===== config.mk =====
export PLATFORM = sky130hd
export DESIGN_NAME = vga_scan_reader
export DESIGN_NICKNAME = d
export VERILOG_FILES = /design/src/rtl/vga_scan_reader.sv
export SDC_FILE = /design/constraint.sdc
export NUM_CORES = 1
export LEC_CHECK = 0
export BUFFER_PORTS_ARGS = -buffer_cell sky130_fd_sc_hd__buf_2
export CORE_ASPECT_RATIO = 0.75
export CORE_MARGIN = 2
export CORE_UTILIZATION = 25
export DETAILED_ROUTE_END_ITERATION = 8
export PLACE_DENSITY = 0.54
export SYNTH_ARGS = -nofsm -noshare
export SYNTH_HDL_FRONTEND = slang
export SYNTH_SLANG_ARGS = --single-unit

===== constraint.sdc =====
create_clock -name vga_clock -period 4.85 [get_ports vga_clock]
set_input_delay 0.97 -clock vga_clock [delete_from_list [all_inputs] [get_ports vga_clock]]
set_output_delay 0.97 -clock vga_clock [all_outputs]
set_load 0.03 [all_outputs]

===== src/rtl/vga_scan_reader.sv =====
// vga_scan_reader: 640x480 VGA raster generator that fetches a 256x240
// frame buffer, shown 2x scaled in both axes inside a window starting at
// X_OFFSET. Two-stage pipeline: stage 1 issues the frame-buffer read, and
// stage 2 registers the returned pixel together with the matching sync and
// blank signals, so all video outputs share the same raster position.
module vga_scan_reader #(
  parameter int H_ACTIVE = 640,
  parameter int H_FP     = 16,
  parameter int H_SYNC   = 96,
  parameter int H_BP     = 48,
  parameter int V_ACTIVE = 480,
  parameter int V_FP     = 10,
  parameter int V_SYNC   = 2,
  parameter int V_BP     = 33,
  parameter int X_OFFSET = 64
) (
  input  logic        vga_clock,
  input  logic        rst_n,
  input  logic [5:0]  q,
  output logic        rd,
  output logic [15:0] rd_addr,
  output logic        vga_frame_end,
  output logic        hsync,
  output logic        vsync,
  output logic        blank_n,
  output logic [5:0]  pixel
);

  localparam int H_TOTAL  = H_ACTIVE + H_FP + H_SYNC + H_BP;
  localparam int V_TOTAL  = V_ACTIVE + V_FP + V_SYNC + V_BP;
  localparam int SRC_COLS = 256;

  localparam logic [9:0] H_LAST    = 10'(H_TOTAL - 1);
  localparam logic [9:0] V_LAST    = 10'(V_TOTAL - 1);
  localparam logic [9:0] H_VIS_END = 10'(H_ACTIVE);
  localparam logic [9:0] V_VIS_END = 10'(V_ACTIVE);
  localparam logic [9:0] WIN_START = 10'(X_OFFSET);
  localparam logic [9:0] WIN_END   = 10'(X_OFFSET + 2 * SRC_COLS);
  localparam logic [9:0] HS_START  = 10'(H_ACTIVE + H_FP);
  localparam logic [9:0] HS_END    = 10'(H_ACTIVE + H_FP + H_SYNC);
  localparam logic [9:0] VS_START  = 10'(V_ACTIVE + V_FP);
  localparam logic [9:0] VS_END    = 10'(V_ACTIVE + V_FP + V_SYNC);

  localparam logic [5:0] NES_BLACK   = 6'h0F;
  localparam logic [5:0] BLANK_PIXEL = 6'h00;

  // Raster counters
  logic [9:0] h_cnt_reg;
  logic [9:0] h_cnt_next;
  logic [9:0] v_cnt_reg;
  logic [9:0] v_cnt_next;

  // Position decode (combinational, from the current counters)
  logic       visible;
  logic       in_window;
  logic       hsync_on;
  logic       vsync_on;
  logic       frame_mark;
  logic [9:0] col_off;
  logic [15:0] rd_addr_next;
  logic       unused_bits;

  // Stage 1: read request plus position flags carried alongside it
  logic        rd_reg;
  logic [15:0] rd_addr_reg;
  logic        frame_end_reg;
  logic        win_s1_reg;
  logic        vis_s1_reg;
  logic        hsync_s1_reg;
  logic        vsync_s1_reg;

  // Stage 2: video outputs, aligned with the returned frame-buffer data
  logic [5:0]  pixel_next;
  logic [5:0]  pixel_reg;
  logic        hsync_reg;
  logic        vsync_reg;
  logic        blank_n_reg;

  // Next raster position: h wraps every line, v advances on each h wrap.
  always_comb begin
    h_cnt_next = h_cnt_reg + 10'd1;
    v_cnt_next = v_cnt_reg;
    if (h_cnt_reg == H_LAST) begin
      h_cnt_next = '0;
      if (v_cnt_reg == V_LAST) begin
        v_cnt_next = '0;
      end else begin
        v_cnt_next = v_cnt_reg + 10'd1;
      end
    end
  end

  // Counter register; holds (0,0) while reset is asserted.
  always_ff @(posedge vga_clock) begin
    if (!rst_n) begin
      h_cnt_reg <= '0;
      v_cnt_reg <= '0;
    end else begin
      h_cnt_reg <= h_cnt_next;
      v_cnt_reg <= v_cnt_next;
    end
  end

  // Decode the current position; the read address halves both coordinates
  // so every source pixel covers a 2x2 block. Address holds outside window.
  always_comb begin
    visible    = (h_cnt_reg < H_VIS_END) && (v_cnt_reg < V_VIS_END);
    in_window  = (h_cnt_reg >= WIN_START) && (h_cnt_reg < WIN_END) &&
                 (v_cnt_reg < V_VIS_END);
    hsync_on   = (h_cnt_reg >= HS_START) && (h_cnt_reg < HS_END);
    vsync_on   = (v_cnt_reg >= VS_START) && (v_cnt_reg < VS_END);
    frame_mark = (h_cnt_reg == '0) && (v_cnt_reg == V_VIS_END);
    col_off    = h_cnt_reg - WIN_START;
    rd_addr_next = rd_addr_reg;
    if (in_window) begin
      rd_addr_next = {v_cnt_reg[8:1], col_off[8:1]};
    end
  end

  // Only the halved middle bits of the column offset form the address.
  assign unused_bits = ^{col_off[9], col_off[0]};

  // Stage 1: issue the read and carry position flags one cycle forward.
  always_ff @(posedge vga_clock) begin
    if (!rst_n) begin
      rd_reg        <= 1'b0;
      rd_addr_reg   <= '0;
      frame_end_reg <= 1'b0;
      win_s1_reg    <= 1'b0;
      vis_s1_reg    <= 1'b0;
      hsync_s1_reg  <= 1'b1;
      vsync_s1_reg  <= 1'b1;
    end else begin
      rd_reg        <= in_window;
      rd_addr_reg   <= rd_addr_next;
      frame_end_reg <= frame_mark;
      win_s1_reg    <= in_window;
      vis_s1_reg    <= visible;
      hsync_s1_reg  <= ~hsync_on;
      vsync_s1_reg  <= ~vsync_on;
    end
  end

  // Pixel select: frame-buffer data in the window, black border elsewhere
  // in the visible area, zero during blanking.
  always_comb begin
    pixel_next = BLANK_PIXEL;
    if (win_s1_reg) begin
      pixel_next = q;
    end else if (vis_s1_reg) begin
      pixel_next = NES_BLACK;
    end
  end

  // Stage 2: register pixel and syncs together so they share one position.
  always_ff @(posedge vga_clock) begin
    if (!rst_n) begin
      pixel_reg   <= BLANK_PIXEL;
      hsync_reg   <= 1'b1;
      vsync_reg   <= 1'b1;
      blank_n_reg <= 1'b0;
    end else begin
      pixel_reg   <= pixel_next;
      hsync_reg   <= hsync_s1_reg;
      vsync_reg   <= vsync_s1_reg;
      blank_n_reg <= vis_s1_reg;
    end
  end

  assign rd            = rd_reg;
  assign rd_addr       = rd_addr_reg;
  assign vga_frame_end = frame_end_reg;
  assign hsync         = hsync_reg;
  assign vsync         = vsync_reg;
  assign blank_n       = blank_n_reg;
  assign pixel         = pixel_reg;

endmodule


Yosys cells after proc, flatten, opt, wreduce, memory -nomap -nowiden
Index checks and enable logic that the tools add are counted.

Bits in registers: 50. Bits in latches: 0. Bits in writable memories: 0. Memory bits (read-only): 0. Input bits: 8. Memories: 0.

$add $sub $neg: 3. $mul: 0. Div/mod/pow operators: 0. $lt $le $gt $ge: 8. Equal/unequal tests: 3. Shifts and indexed selects: 0. Muxes and demuxes: 3. Bitwise operators: 3. Reductions and logical operators: 8.

Operators with widths (number): < comparator 10 bit (second input constant) (3); adder 10 x 1 -> 10 bit (second input constant) (2); equality test 10 bit (second input constant) (2); < comparator 10 x 9 -> 1 bit (second input constant) (2); equality test 10 x 9 -> 1 bit (second input constant) (1); greater-or-equal comparator 10 bit (second input constant) (1); greater-or-equal comparator 10 x 7 -> 1 bit (second input constant) (1); greater-or-equal comparator 10 x 9 -> 1 bit (second input constant) (1); logical NOT 10 bit (1); two-way mux 10 bit (1); subtractor 9 x 7 -> 9 bit (second input constant) (1); logical AND 1 bit (6); two-way mux 6 bit (1); two-way mux 4 bit (1); NOT 1 bit (3); OR reduction 2 bit (1).

Longest topological paths before layout
Gate-level depths: netlist of run 1.

Depth in word-level cells: 3. Mapped depth: 8. Mapped depth without buffers: 6.

Worst setup path before layout of run 1
Ideal clock, no wire load.

Path type: reg2reg. Start: register h_cnt_reg[6]. End: register v_cnt_reg[6]. Library setup time: 69 ps. Arrival time: 1789 ps. Required time: 4781 ps. Setup slack: 2992 ps. Stages on the path, launching flop included: 7. Path buffers: 0. Period minus slack after synthesis: 1858 ps. Path through: dfxtp_1 inv_1 ha_1 nand4b_4 or4_4 or3_1 a21oi_2.

Cells in the longest elaborated chain, start to end: 1.

RTL lines: from (decl) (line 48) `logic [9:0] h_cnt_reg;`; from (signal assigned) (line 99) `h_cnt_reg <= h_cnt_next;`; equality test 10 bit (line 83) `if (h_cnt_reg == H_LAST) begin`; to (signal assigned) (line 100) `v_cnt_reg <= v_cnt_next;`; to (decl) (line 50) `logic [9:0] v_cnt_reg;`.

Every way passes these cells. A chain may end at the register's enable or synchronous reset.

Worst setup path after layout of run 1
Start: register h_cnt_reg[6]. End: register rd_addr_reg[13] (netlist: rd_addr[13]).

Cells in the longest elaborated chain, start to end: 3.

RTL lines: greater-or-equal comparator 10 x 7 -> 1 bit / < comparator 10 bit (equally long branches) (line 108) `in_window = (h_cnt_reg >= WIN_START) && (h_cnt_reg < WIN_END) &&`; logical AND 1 bit * (2 in series) (line 108); to (signal assigned) (line 135) `rd_addr_reg <= rd_addr_next;`; to (decl) (line 65) `logic [15:0] rd_addr_reg;`.

Every way passes the cells marked *; elsewhere a longest branch is shown, timed or not.

==> results of run 1 <==
## final cells by class
class	instances	area, um^2
fillers	882	5880
well taps	108	135
clock inverters	1	5.00
flip-flops and latches	50	1000
inverters	9	33.8
repair buffers	34	170
multi-input cells	170	1080
clock buffers	7	143
## per-layer routing
| metal | share of wire, % | GRT usage (%) | vias up |
|---|---|---|---|
| li1 | - | - | 877 |
| met5 | 0 | 0 | - |
| met3 | 6.4 | 2.93 | 4 |
| met2 | 39 | 14.0 | 51 |
| met4 | 1.0 | 3.03 | 0 |
| met1 | 54 | 15.8 | 764 |
## metrics by stage
step | hold WS [ps] | util, % | instances
finish | 410 | 30.4 | 379
global route | 419 | 30.4 | 379
CTS | 413 | 30.4 | 379
detailed placement | 398 | 28.7 | 371
global placement | 393 | 28.7 | 371
floorplan | 386 | - | 242
## cells in the final DEF (no fill, tap or decap), types with 2 or more instances in the layout
cell and instances:
dfxtp_1 50, nand2_1 38, buf_2 34, nor2_1 20, nand3_1 17, mux2i_1 14
inv_1 9, xnor2_1 9, ha_1 8, a21boi_0 7, and2_1 5, and3_1 5
nand4_1 5, nor4_1 5, o21ai_0 5, clkbuf_16 5, nand2b_1 4, o211a_1 3
xor2_1 3, a21oi_1 3, or2_2 2, nor4bb_1 2, nor3_1 2, or3_1 2
## critical path: cells and delay by family, from the launching register on
| family | cells | cell delay [ps] |
|---|---|---|
| simple gates | 2 | 890 |
| compound gates | 1 | 400 |
| flops | 1 | 350 |
| mux | 1 | 270 |
| fa+ha+maj | 1 | 260 |
| buf+inv | 1 | 140 |
## report_power, final
group          internal (W)  switching, W  total [W]
Sequential         0.000415    0.00000406   0.000419
Clock              0.000205      0.000145   0.000350
Combinational    0.00000845     0.0000180  0.0000265
## cell families after synthesis
logic type / share of synthesized area (%)
multiplexers: 6.42
XOR/XNOR: 4.82
adder cells (fa/ha/maj): 4.59
AO/OA/AOI/OAI: 7.11
buffers and inverters: 4.47
AND/OR/NAND/NOR: 26.7
flip-flops: 45.9
## worst min path at each step
stage	to	slack [ps]	start	depth (start not counted)
floorplan	hsync$_SDFF_PN1_	390	hsync_s1_reg$_SDFF_PN1_	1
global placement	hsync$_SDFF_PN1_	390	hsync_s1_reg$_SDFF_PN1_	1
detailed placement	hsync$_SDFF_PN1_	400	hsync_s1_reg$_SDFF_PN1_	1
CTS	hsync$_SDFF_PN1_	410	hsync_s1_reg$_SDFF_PN1_	1
global route	hsync$_SDFF_PN1_	420	hsync_s1_reg$_SDFF_PN1_	1
finish	hsync$_SDFF_PN1_	410	hsync_s1_reg$_SDFF_PN1_	1
==> impl_metrics.json, run 1 <==
{
  "slew_viol_final": 0,
  "tritoncts.num_buffers": 5,
  "crit_path_top_delay_cell": "and2_1",
  "post_route_cells_drive_above_1_share_pct": 17.3,
  "drcViolationCount": 0,
  "rr_endpoint": "rd_addr[13]$_SDFFE_PN0P_",
  "synth.largest_area_cell": "dfxtp_1",
  "design.final.nets": 286,
  "synth_nets": 258,
  "synth.distinct_cells": 38,
  "proportion_of_synthesized_flip_flops_having_asynchronous_set_or_reset_pct": 0,
  "cts_root_buf": "clkbuf_16",
  "total_leakage_power_nw": 1.05,
  "track_usage_pct": 10.4,
  "yosys-top-cells-area": "dfxtp_1, nand2_1, mux2i_1",
  "fraction_of_synthesized_cell_area_taken_by_the_top_area_cell_type_pct": 45.9,
  "grt_pass1_vias": 1588,
  "clkLatencyLatePin_ps": 280,
  "cts.hold.buffers_added": 0,
  "number_of_antenna_cells_inserted": 0,
  "synth.cell_area_um2": 2180,
  "finalInstanceArea_um2": 2570,
  "dp_hpwl_mm": 3.27,
  "holdCritPathClass": "flip-flop to flip-flop",
  "largest_reg_flops": 16,
  "yosys.cell_count.top_type": "dfxtp_1",
  "pin_count_of_the_biggest_net_entering_global_routing": 51,
  "io_buffer_count": 34,
  "finalClockSkew_ps": 3.59,
  "tritoncts": "yes",
  "initial_utilization_pct": 25.8,
  "setup-violations-final": 0,
  "fp.dieW_um": 112,
  "vdd.ir_drop.worst_v": 0.000130,
  "dieHeight_um": 84.9,
  "design.portCount": 35,
  "timing.critical_path.required_ps": 5060,
  "crit_type": "flip-flop to flip-flop",
  "synth_edf_count": 0,
  "setup_ws_ps": 2450,
  "power_per_cell_area_nw_per_um2": 310,
  "clk_pin_slew_worst_paths_ps": 60,
  "clock_sink_count": 50,
  "routabilityCongestion": 0.789,
  "worst-path-max-fanout": 16,
  "area_growth_syn_to_layout_pct": 17.8,
  "post-cts-setup-buffer-count": 0,
  "finalHoldViolations": 0,
  "core.rowCount": 29,
  "cts_resized": 0,
  "sum_of_overflow_across_all_layers_after_global_routing": 0,
  "die_footprint_um2": 9500,
  "synth.top_cells.by_count": "dfxtp_1, nand2_1, nor2_1, nand3_1, mux2i_1",
  "synth_instances": 242,
  "final_antenna_net_count": 0,
  "routed_via_density": 4.47,
  "core_area_um2": 8450,
  "critPathMaxStageDelay_ps": 770,
  "maxCapViolations": 0,
  "tightest_slew_ps": 877,
  "clock.fmax_ghz": 0.416,
  "synth_area_per_cell_um2": 9.02,
  "number_of_antenna_violations_at_the_first_check_in_global_routing": 0,
  "num_vias": 1696,
  "postPlaceCellArea_um2": 2420,
  "placement.setup.worst_slack_ps": 2200,
  "r2r-start": "h_cnt_reg[6]$_SDFF_PP0_",
  "start_kind": "flip-flop",
  "clock_path_buffers": 2,
  "h-tree-depth": 2,
  "crit_path_end": "rd_addr[13]$_SDFFE_PN0P_",
  "rsz0062_at_grt": "false",
  "initialDrtViolationCount": 117,
  "fin_crit_sh_pct": 49.6,
  "routed_wire_length_per_instance_um": 12.5,
  "relative_slew_slack_pct": 41.5,
  "result_of_the_run": "completed",
  "synth.ff_latch_count": 50,
  "crit_path_end_kind": "flip-flop",
  "grt_first_pass_wirelength_mm": 8.01,
  "yosysSeqAreaShare_pct": 45.9,
  "total_wirelength_of_the_detailed_routed_design_mm": 4.74,
  "tns_ps": 0,
  "power.total_w": 0.000796,
  "drtPass1Iterations": 4,
  "fin_crit_ps": 2400,
  "setup.reg_to_reg.worst_slack_ps": 2450,
  "worst-endpoint-arrival_ps": 2610,
  "worst-r2r-cell-count": 6,
  "timing.critical_path.from": "h_cnt_reg[6]$_SDFF_PP0_",
  "yosys_most_used_dff": "dfxtp_1",
  "path_cells": "inv_1 > ha_1 > nand2b_1 > a21boi_0 > and2_1 > mux2i_1",
  "synth.yosys.warnings": 0
}
Power figures use the tool's default switching activity.
==> run 2: changes to the inputs <==
Settings changed: PLACE_DENSITY 0.54 to 0.55.
Clock period 4.85 ns to 2 ns, I/O delays scaled along.
==> run 2 against run 1 <==
Net effect:
- die area unchanged
- wire length up 7.9%
- sequential share of layout area down 2.3 points
- utilization up 1.9 points
- combinational power rose to 2.7 times the previous value
- critical endpoint is now v_cnt_reg[6]$_SDFFE_PN0N_
==> impl_metrics.json, run 2 (synthesized netlist as in run 1, its figures left out) <==
{
  "finalClockSkew_ps": 6.87,
  "power_frac_comb_pct": 3.8,
  "swShare_pct": 22.4,
  "drtPass1Iterations": 4,
  "power_frac_clock_pct": 43.6,
  "fillerInstances": 875,
  "finalHoldViolations": 0,
  "design.final.nets": 304,
  "h-tree-depth": 2,
  "core.rowCount": 29,
  "final_util_pct": 32.3,
  "clock_sink_count": 50,
  "result_of_the_run": "completed",
  "worst-endpoint-arrival_ps": 2080,
  "routed_wire_length_per_instance_um": 12.9,
  "initial_utilization_pct": 25.8,
  "total_leakage_power_nw": 1.14,
  "pin_count_of_the_biggest_net_entering_global_routing": 34,
  "worst-path-max-fanout": 5,
  "layout_commonest_cell": "dfxtp_1",
  "finish.cell_count_without_fillers": 397,
  "path_cells": "ha_2 > nand3_1 > or4_4 > or3_1 > a21oi_2",
  "sum_of_overflow_across_all_layers_after_global_routing": 0,
  "tns_ps": 0,
  "number_of_antenna_violations_at_the_first_check_in_global_routing": 0,
  "total_wirelength_of_the_detailed_routed_design_mm": 5.11,
  "final_antenna_net_count": 0,
  "drcViolationCount": 0,
  "vdd.ir_drop.worst_v": 0.000267,
  "routabilityCongestion": 0.858,
  "core_area_um2": 8450,
  "timing.critical_path.required_ps": 2220,
  "crit_path_end_kind": "flip-flop",
  "p_int_w": 0.00150,
  "crit_type": "flip-flop to flip-flop",
  "timing.critical_path.max_delay_family": "simple AND/OR/NAND/NOR gates",
  "tritoncts.num_buffers": 5,
  "critPathMaxStageDelay_ps": 480,
  "track_usage_pct": 11.2,
  "maxCapViolations": 0,
  "cts.hold.buffers_added": 0,
  "critPathBufInv": 0,
  "clkLatencyLatePin_ps": 290,
  "largest_reg_flops": 16,
  "placed_cells": 389,
  "share_seq_of_total_power_pct": 52.6,
  "fin_crit_ps": 1860,
  "num_vias": 1790,
  "mostFrequentLayoutCells": "dfxtp_1, nand2_1, buf_2",
  "tightest_slew_ps": 419,
  "dieHeight_um": 84.9,
  "io_buffer_count": 34,
  "crit_path_top_delay_cell": "or4_4",
  "holdCritPathClass": "input pin to flip-flop",
  "start_kind": "flip-flop",
  "grt_pass1_vias": 1677,
  "grt_first_pass_wirelength_mm": 8.53,
  "dp_hpwl_mm": 3.69,
  "power_per_cell_area_nw_per_um2": 706,
  "design.portCount": 35,
  "switching_power_w": 0.000432,
  "routed_via_density": 4.51,
  "post_route_cells_drive_above_1_share_pct": 24.9,
  "clock_path_buffers": 2,
  "clk_pin_slew_worst_paths_ps": 70,
  "cts_root_buf": "clkbuf_16",
  "fin_crit_sh_pct": 93.0,
  "relative_slew_slack_pct": 71.8,
  "area_growth_syn_to_layout_pct": 25.3,
  "slew_viol_final": 0,
  "initialDrtViolationCount": 76,
  "setup-violations-final": 0,
  "tritoncts": "yes",
  "number_of_antenna_cells_inserted": 0,
  "fp.dieW_um": 112,
  "die_footprint_um2": 9500,
  "clock.fmax_ghz": 0.538
}
## run 2: worst reg2reg max path, stage by stage (launching register included)
cell     delay [ps]
dfxtp_1         410
ha_2            240
nand3_1         140
or4_4           480
or3_1           380
a21oi_2         150
## run 2: power groups by stage
stage	sequential, W	combinational (W)	clock [W]
2_1_floorplan	0.00105	0.0000355	0
3_3_place_gp	0.00104	0.0000730	0
3_5_place_dp	0.00104	0.0000735	0
4_1_cts	0.00102	0.0000737	0.000859
5_1_grt	0.00102	0.0000816	0.000904
6_report	0.00102	0.0000728	0.000841
## run 2: what timing repair did
action | in CTS | in global routing
setup endpoints to repair | 0 | 11
resized for setup | 0 | 7
buffers inserted | 0 | 0
## run 2: final timing paths
path | start | end | slack (ps) | cells past startpoint
setup / recovery | h_cnt_reg[0]$_SDFF_PP0_ | v_cnt_reg[6]$_SDFFE_PN0N_ | 140 | 5
hold / removal | q[5] | pixel[5]$_SDFF_PN0_ | 360 | 2
setup reg to reg | h_cnt_reg[0]$_SDFF_PP0_ | v_cnt_reg[6]$_SDFFE_PN0N_ | 140 | 5
hold reg to reg | hsync_s1_reg$_SDFF_PN1_ | hsync$_SDFF_PN1_ | 410 | 1
## run 2: layer usage
layer | track usage (%) | vias to the layer above | part of all wire [%]
met5 | 0 | - | 0
met4 | 4.04 | 0 | 1.4
met3 | 2.64 | 8 | 5.8
met2 | 15.0 | 45 | 39
met1 | 17.3 | 829 | 54
li1 | - | 908 | -
## run 2: cell type report
class,count,area (um^2),share of cell area [%]
inverter,9,33.8,1.24
clock inverter,3,21.3,0.778
sequential,50,1000,36.6
tap,108,135,4.94
multi-input combinational,170,1110,40.7
clock buffer,5,125,4.58
timing repair buffer,52,305,11.2
## run 2: per-stage QoR
step           setup slack (ps)  total power (W)  hold WS (ps)  cell area, um^2
4_1_cts                    45.9          0.00195           356             2710
6_report                    140          0.00193           358             2730
2_1_floorplan               142          0.00108           386             2180
3_5_place_dp               71.5          0.00111           392             2560
3_3_place_gp                154          0.00111           395             2560
5_1_grt                   -6.02          0.00200           375             2730
==> run 3: changes to the inputs <==
Settings changed: CTS_CLUSTER_SIZE from default to 28, SETUP_SLACK_MARGIN from default to 0.5.
==> run 3 against run 2 <==
Net effect:
- worst hold slack got worse by 11 ps
- combinational power is 1% higher
- via count increased by 5.0%
- setup slack gained 100 ps
- critical path depth rose by 1
- global-route usage rose by 0.51 points
- clock power decreased by 4.2%
- power shrank 1.8%
- sequential share of layout area is 2.2 points lower
- sequential power is essentially flat
- critical endpoint is now v_cnt_reg[4]$_SDFFE_PN0N_
- largest power group unchanged
- highest routed layer unchanged
==> impl_metrics.json, run 3 (synthesized netlist as in run 1, its figures left out) <==
{
  "maxCapViolations": 0,
  "critPathMaxStageDelay_ps": 570,
  "routed_wire_length_per_instance_um": 13.1,
  "crit_path_top_delay_cell": "or4_4",
  "slew_viol_final": 0,
  "rsz0062_at_grt": "true",
  "largest_reg_flops": 16,
  "tritoncts.num_buffers": 5,
  "fp.dieW_um": 112,
  "clkLatencyLatePin_ps": 290,
  "area_growth_syn_to_layout_pct": 36.3,
  "die_footprint_um2": 9500,
  "design.portCount": 35,
  "grt_pass1_vias": 1774,
  "post_route_cells_drive_above_1_share_pct": 33.9,
  "total_leakage_power_nw": 1.25,
  "total_wirelength_of_the_detailed_routed_design_mm": 5.31,
  "worst-endpoint-arrival_ps": 1990,
  "sum_of_overflow_across_all_layers_after_global_routing": 0,
  "crit_path_end_kind": "flip-flop",
  "drcViolationCount": 0,
  "initialDrtViolationCount": 92,
  "critPathBufInv": 1,
  "design.final.nets": 314,
  "number_of_antenna_violations_at_the_first_check_in_global_routing": 0,
  "postPlaceCellArea_um2": 2530,
  "result_of_the_run": "completed",
  "layout_commonest_cell": "dfxtp_1",
  "setup-violations-final": 0,
  "fin_crit_sh_pct": 88.0,
  "grt_first_pass_wirelength_mm": 8.79,
  "holdCritPathClass": "input pin to flip-flop",
  "clock_sink_count": 50,
  "core.rowCount": 29,
  "num_vias": 1880,
  "drtPass1Iterations": 4,
  "path_cells": "inv_4 > ha_4 > nand4b_4 > or4_4 > or3_4 > a21oi_2",
  "routed_via_density": 4.63,
  "pin_count_of_the_biggest_net_entering_global_routing": 50,
  "finalHoldViolations": 0,
  "finalInstanceArea_um2": 2970,
  "dp_hpwl_mm": 3.49,
  "crit_type": "flip-flop to flip-flop",
  "initial_utilization_pct": 25.8,
  "start_kind": "flip-flop",
  "vdd.ir_drop.worst_v": 0.000294,
  "timing.critical_path.max_delay_family": "simple AND/OR/NAND/NOR gates",
  "dieHeight_um": 84.9,
  "power_per_cell_area_nw_per_um2": 637,
  "clock_path_buffers": 2,
  "tightest_slew_ps": 469,
  "tns_ps": 0,
  "fin_crit_ps": 1760,
  "multi_input_comb_area_um2": 1200,
  "ff_latch_area_um2": 1020,
  "track_usage_pct": 11.7,
  "clock.fmax_ghz": 0.568,
  "final_antenna_net_count": 0,
  "relative_slew_slack_pct": 68.7,
  "tritoncts": "yes",
  "io_buffer_count": 34,
  "cts_root_buf": "clkbuf_16",
  "core_area_um2": 8450,
  "fillerInstances": 859,
  "routabilityCongestion": 0.792,
  "finalClockSkew_ps": 3.13,
  "number_of_antenna_cells_inserted": 0,
  "mostFrequentLayoutCells": "dfxtp_1, nand2_1, buf_2",
  "worst-path-max-fanout": 5,
  "timing.critical_path.required_ps": 2230,
  "clk_pin_slew_worst_paths_ps": 60,
  "h-tree-depth": 2
}
-- run 3: changes by cell type in the layout (fill, tap and decap cells not counted), moves of 4 or more --
| cell | before | now |
|---|---|---|
| buf_6 | 0 | 10 |
| dfxtp_1 | 50 | 39 |
| dfxtp_2 | 0 | 7 |
| dfxtp_4 | 0 | 4 |
-- run 3: path summary, 6_finish.rpt --
path                            slack (ps)  cells past startpoint                   endpoint                     from
worst max-delay path                   240                      6  v_cnt_reg[4]$_SDFFE_PN0N_  h_cnt_reg[6]$_SDFF_PP0_
worst min-delay path                   350                      2        pixel[5]$_SDFF_PN0_                     q[5]
worst max register to register         240                      6  v_cnt_reg[4]$_SDFFE_PN0N_  h_cnt_reg[6]$_SDFF_PP0_
worst min register to register         410                      1           hsync$_SDFF_PN1_  hsync_s1_reg$_SDFF_PN1_
-- run 3: cell type report --
type	count	share of cell area [%]
inverter	9	1.30
tap	108	4.54
multi-input combinational	170	40.3
timing repair buffer	62	14.9
sequential	50	34.5
clock buffer	7	4.46
-- run 3: per-stage QoR --
step	hold slack (ps)	worst slack, ps	total power [W]	utilization, %	cells
floorplan	386	276	0.00108	-	242
global placement	398	174	0.00111	30.0	378
detailed placement	403	150	0.00111	30.0	378
CTS	336	256	0.00194	34.5	403
global route	342	148	0.00199	35.2	406
finish	347	240	0.00189	35.2	406
-- run 3: per-layer routing --
metal | routed length [um] | global-route usage (%) | part of all wire, % | up-vias
li1 | - | - | - | 929
met1 | 2650 | 15.7 | 50 | 885
met2 | 2240 | 17.5 | 42 | 55
met3 | 300 | 3.57 | 5.7 | 11
met4 | 119 | 5.27 | 2.2 | 0
met5 | 0 | 0 | 0 | -
-- run 3: power breakdown --
| group | switching (W) | leakage (nW) | internal (W) | total, W |
|---|---|---|---|---|
| logic | 0.0000477 | 0.776 | 0.0000259 | 0.0000735 |
| registers | 0.0000104 | 0.411 | 0.00100 | 0.00102 |
| clock network | 0.000348 | 0.0640 | 0.000458 | 0.000806 |
-- run 3: timing repair --
item / in CTS / in global routing
setup buffers: 18 / 3
setup endpoints to repair: 35 / 37
pin swaps: 13 / 7
hold buffers: 0 / 0
resized for setup: 30 / 8
